==> src/rtl/uart_transmitter_byte.sv <==
// 8N1 UART byte transmitter paced by a shared 16x-baud strobe, with a valid/ready byte input.
// Optional macro UART_TX_AUTO_EOT_EN: appends EOT_CHAR after any byte accepted with tx_last set.
module uart_transmitter_byte #(
  parameter int unsigned          DATA_BITS  = 8,
  parameter int unsigned          OVERSAMPLE = 16,
  parameter int unsigned          STOP_BITS  = 1,
  parameter logic [DATA_BITS-1:0] EOT_CHAR   = DATA_BITS'(8'h04)
) (
  input  logic                 clk,
  input  logic                 rst,
  input  logic                 baud_tick,
  input  logic [DATA_BITS-1:0] tx_data,
  input  logic                 tx_valid,
  input  logic                 tx_last,
  output logic                 tx_ready,
  output logic                 tx,
  output logic                 busy,
  output logic                 byte_done
);

  localparam int unsigned TW = $clog2(OVERSAMPLE);
  localparam int unsigned BW = $clog2(DATA_BITS + 1);

  typedef enum logic [1:0] {
    IDLE,
    START,
    DATA,
    STOP
  } state_t;

  state_t               state_q, state_d;
  logic [DATA_BITS-1:0] shift_q, shift_d;
  logic [TW-1:0]        tick_cnt_q, tick_cnt_d;
  logic [BW-1:0]        bit_cnt_q, bit_cnt_d;
  logic                 stop_cnt_q, stop_cnt_d;
  logic                 tx_q, tx_d;
  logic                 done_q, done_d;

  logic                 boundary;
  logic                 frame_end;
  logic                 eot_pending;
  logic                 eot_accept;
  logic                 host_accept;
  logic                 accept;
  logic [DATA_BITS-1:0] load_byte;

  assign boundary    = baud_tick && (tick_cnt_q == TW'(OVERSAMPLE - 1));
  assign frame_end   = (state_q == STOP) && boundary && (stop_cnt_q == 1'(STOP_BITS - 1));
  assign tx_ready    = rst && (state_q == IDLE) && !eot_pending;
  assign host_accept = tx_valid && tx_ready;
  assign accept      = host_accept || eot_accept;
  assign load_byte   = eot_accept ? EOT_CHAR : tx_data;

`ifdef UART_TX_AUTO_EOT_EN
  logic eot_pending_q, eot_pending_d;
  logic last_q, last_d;

  always_ff @(posedge clk) begin
    if (!rst) begin
      eot_pending_q <= 1'b0;
      last_q        <= 1'b0;
    end else begin
      eot_pending_q <= eot_pending_d;
      last_q        <= last_d;
    end
  end

  // The EOT frame itself is loaded with last cleared, so it never chains another EOT.
  always_comb begin
    last_d        = last_q;
    eot_pending_d = eot_pending_q;
    if (host_accept) begin
      last_d = tx_last;
    end else if (eot_accept) begin
      last_d = 1'b0;
    end
    if (frame_end && last_q) begin
      eot_pending_d = 1'b1;
    end else if (eot_accept) begin
      eot_pending_d = 1'b0;
    end
  end

  assign eot_pending = eot_pending_q;
  assign eot_accept  = rst && (state_q == IDLE) && eot_pending_q;
`else
  logic unused_tx_last;
  assign unused_tx_last = tx_last;
  assign eot_pending    = 1'b0;
  assign eot_accept     = 1'b0;
`endif

  always_ff @(posedge clk) begin
    if (!rst) begin
      state_q    <= IDLE;
      shift_q    <= '0;
      tick_cnt_q <= '0;
      bit_cnt_q  <= '0;
      stop_cnt_q <= 1'b0;
      tx_q       <= 1'b1;
      done_q     <= 1'b0;
    end else begin
      state_q    <= state_d;
      shift_q    <= shift_d;
      tick_cnt_q <= tick_cnt_d;
      bit_cnt_q  <= bit_cnt_d;
      stop_cnt_q <= stop_cnt_d;
      tx_q       <= tx_d;
      done_q     <= done_d;
    end
  end

  always_comb begin
    state_d    = state_q;
    shift_d    = shift_q;
    tick_cnt_d = tick_cnt_q;
    bit_cnt_d  = bit_cnt_q;
    stop_cnt_d = stop_cnt_q;
    tx_d       = tx_q;
    done_d     = 1'b0;

    // Ticks only pace an active frame; a tick on the accept edge is deliberately ignored.
    if ((state_q != IDLE) && baud_tick) begin
      tick_cnt_d = boundary ? '0 : tick_cnt_q + 1'b1;
    end

    unique case (state_q)
      IDLE: begin
        if (accept) begin
          state_d    = START;
          shift_d    = load_byte;
          tick_cnt_d = '0;
          bit_cnt_d  = '0;
          stop_cnt_d = 1'b0;
          tx_d       = 1'b0;
        end
      end
      START: begin
        if (boundary) begin
          state_d = DATA;
          tx_d    = shift_q[0];
        end
      end
      DATA: begin
        if (boundary) begin
          if (bit_cnt_q == BW'(DATA_BITS - 1)) begin
            state_d   = STOP;
            bit_cnt_d = BW'(DATA_BITS);
            tx_d      = 1'b1;
          end else begin
            shift_d   = shift_q >> 1;
            bit_cnt_d = bit_cnt_q + 1'b1;
            tx_d      = shift_q[1];
          end
        end
      end
      STOP: begin
        if (frame_end) begin
          state_d = IDLE;
          done_d  = 1'b1;
          tx_d    = 1'b1;
        end else if (boundary) begin
          stop_cnt_d = stop_cnt_q + 1'b1;
        end
      end
      default: begin
        state_d = IDLE;
        tx_d    = 1'b1;
      end
    endcase
  end

  assign tx        = tx_q;
  assign busy      = (state_q != IDLE);
  assign byte_done = done_q;

endmodule

==> config.mk <==
export PLATFORM = sky130hd
export DESIGN_NAME = uart_transmitter_byte
export DESIGN_NICKNAME = d
export VERILOG_FILES = /design/src/rtl/uart_transmitter_byte.sv
export SDC_FILE = /design/constraint.sdc
export NUM_CORES = 1
export LEC_CHECK = 0
export ABC_AREA = 1
export CORE_MARGIN = 1.5
export CORE_UTILIZATION = 48
export CTS_CLUSTER_SIZE = 20
export DETAILED_ROUTE_END_ITERATION = 12
export GPL_TIMING_DRIVEN = 1
export PLACE_DENSITY = 0.71
export SYNTH_ARGS = -nofsm -noshare
export SYNTH_HDL_FRONTEND = slang
export SYNTH_SLANG_ARGS = --single-unit
==> constraint.sdc <==
create_clock -name clk -period 1.5 [get_ports clk]
set_input_delay 0.15 -clock clk [delete_from_list [all_inputs] [get_ports clk]]
set_output_delay 0.15 -clock clk [all_outputs]
set_load 0.03 [all_outputs]
==> run metrics, run 1 <==
status=complete, no violations; fmax=686 MHz; Bufs on Longest Clock Path=2; Min Clock Period, post-route=1.46 ns; CP startpoint kind=flop; Arr. time, crit path=1.31 ns; R2R setup slack=0.07 ns; die area=0.00287 mm2; Slew headroom=79.2%; Slew @ Worst Pin=0.312 ns; largest net degree at the start of global routing=16; hold path startpoint=tx_data[7]; WHS Path Cells=3; RSZ-0062 raised after global routing=yes; count of different cell masters after synthesis=30; FFs w/ async S/R, synth=0%; H-tree levels=1; Antenna Nets Post-Route=0; Leak Pwr=0.000715 uW; Routed wire per std cell=11.9 um; mapped cell area=0.00123 mm2; Die W=53.6 um; Ys Warns=0; area growth from synthesis to layout=35.0%; Register-to-Register Path Depth=9; Final setup violation count=0; Tcrit/Tclk final=97.2%; crit path max-delay cell type=clkdlybuf4s50_1; vias in the first global route=1033; first-pass GRT wire length=4170 um; Seq/Total Area, Yosys=34.2%; PortBufs=15; Detail Placement HPWL=1940 um; num ports=17; Clock Pin Slew Worst Setup and Hold Paths=0.13 ns; hold buffer count at CTS=0; Nets=220; vias per cell=5.02; num rows=18; syn nets=184; DRC viols=0; R2R Path End=shift_q[1]; largest area contributor in the netlist=dfxtp_1; Fin. Hold Viols=0; Max Cap Violations=0; layout cells sized above 1=34.5%; Mapped Cells=165; Placed Area=0.00150 mm2; number of detailed-route iterations in the first pass=4; GRT overflow=0; Synth Area in Simple Gates=28.3%; Max FO, Critical Path=1; XOR/XNOR Fraction of Synth Area=0%; synth cell count leaders=34 x nand2_1, 25 x inv_1, 21 x dfxtp_1, 17 x nor2_1, 8 x a21oi_2; Fill cells=202; CP required=1.35 ns; most frequent cell after synthesis=nand2_1; final setup skew=0.00937 ns; initial antenna violation count=0; syn_area_per_cell=7.45 um2; Hold Path Sink=shift_q[7]; Worst path top cell family by delay=buffers and inverters; Initial Util=50.1%; Bufs and invs on worst path=1; pwr dens=1850 mW/mm2; sequence of cells on the critical path=clkdlybuf4s50_1; mux contribution to synthesized area=4.89%; Core Region=0.00245 mm2; worst min-delay path class=in -> reg; Peak VDD IR=1.20 mV; combinational family with the most area after synthesis=simple AND/OR/NAND/NOR gates; CTS buffer count=3; clock sinks=21; dpl cells=221; final WL=2740 um; GRT Total Usage=19.6%; antenna cells=0; vias post-DR=1154; crit end category=output port; WS Path Type=reg -> out; post-synth top area share=34.2%; predominant post-synthesis flop cell=dfxtp_1; EDFF count, synth=0; clk_lat worst skew=0.32 ns; clk root buf=clkbuf_4; Finished Cell Area=0.00166 mm2; Max stage delay on crit path=0.65 ns; CTS tree=built; Slew Viols, Final=0; Die Ht=53.6 um; Post-Layout Cell Count=230; synth top area cells=dfxtp_1 34%, nand2_1 10%, inv_1 7.6%, ha_1 6.1%, a21oi_2 5.7%; Synth Area in Compound Gates=15.3%; GPL Wtd Cong=0.775; First DRT Iteration DRCs=21; Yosys reg bits=21; Synth Area in Adders=6.11%; reg2reg start=state_q[1]
layout make-up:
type                    instances  area (um2)  share of cell area, %
clock buffers                   3        22.5                   1.36
clock inverters                 1        5.00                  0.302
inverters                      28         118                   7.09
multi-input cells             112         746                   44.9
flip-flops and latches         21         425                   25.6
well taps                      30        37.5                   2.26
repair buffers                 35         305                   18.4
cells in the final DEF, fill, tap and decap left out, types with 4 or more instances in the layout:
| cell type | instances |
|---|---|
| dfxtp_2 | 4 |
| a21oi_1 | 7 |
| ha_4 | 4 |
| nand3_1 | 7 |
| inv_2 | 6 |
| dfxtp_1 | 17 |
| nand2_1 | 30 |
| mux2i_1 | 6 |
| inv_1 | 19 |
| a21oi_2 | 8 |
| nand2_2 | 9 |
| buf_4 | 20 |
| o21ai_0 | 5 |
| clkdlybuf4s50_1 | 12 |
| nor2_1 | 16 |
tightest hold or removal path: stages:
cell and delay, ns:
clkdlybuf4s50_1 0.39, nand3_1 0.09, a21oi_2 0.05
worst max-delay path by stage:
stage	startpoint	to	slack, ns	depth (start not counted)
5_1_grt	state_q[1]	shift_q[1]	-0.03	9
2_1_floorplan	state_q[0]	shift_q[7]	0.01	11
4_1_cts	tx	tx	0.01	1
3_3_place_gp	baud_tick	shift_q[7]	-0.02	10
3_5_place_dp	state_q[1]	tick_cnt_q[3]	-0.06	6
6_report	byte_done	byte_done	0.04	1
stage by stage:
stage,util [%],setup slack [ns],hold WS [ns],setup TNS [ns],power (uW)
floorplan,-,0.0121,0.326,0,1990
global placement,61.1,-0.0195,0.420,-0.0270,2430
detailed placement,61.1,-0.0617,0.442,-0.190,2490
finish,67.6,0.0420,0.393,0,3070
global route,67.6,-0.0253,0.411,-0.114,3280
CTS,62.8,0.0137,0.405,0,2820
power breakdown:
group          total, uW  switching (uW)  internal [uW]
clock network        291             191            100
registers            816             101            714
logic               1960            1090            874
total               3070            1380           1690
registers in the layout, summed over array words and instances, names as in the netlist:
name        count
bit_cnt_q       4
tx              1
shift_q         8
byte_done       1
stop_cnt_q      1
state_q         2
tick_cnt_q      4
repair_timing:
action | 4_1_cts | 5_1_grt
resized for setup | 5 | 27
endpoints found under the setup margin | 11 | 17
pin swaps | 0 | 9
setup buffers | 0 | 5
gates cloned | 0 | 0
kinds of logic (layout without fill, tap and decap cells):
| family | count (synthesis) | in the layout |
|---|---|---|
| DFF | 21 | 21 |
| and+or+nand+nor | 73 | 73 |
| buffers and inverters | 32 | 67 |
| muxes | 6 | 6 |
| adders and majority gates | 6 | 6 |
| AOI/OAI and AO/OA | 27 | 27 |
routing by layer:
layer  track usage [%]  part of all wire, %  up-vias
met5                 0                    0        -
met4              6.41                  1.3        0
met3              2.50                  2.7        5
met2              33.1                   50       18
met1              25.7                   46      535
li1                  -                    -      596
(Power assumes the default switching activity.)
==> run 2, diff against run 1 <==
- GPL_ROUTABILITY_DRIVEN: default -> 0
==> results of run 2 <==
The final DEF is identical to that of run 1; final timing and power are the same.
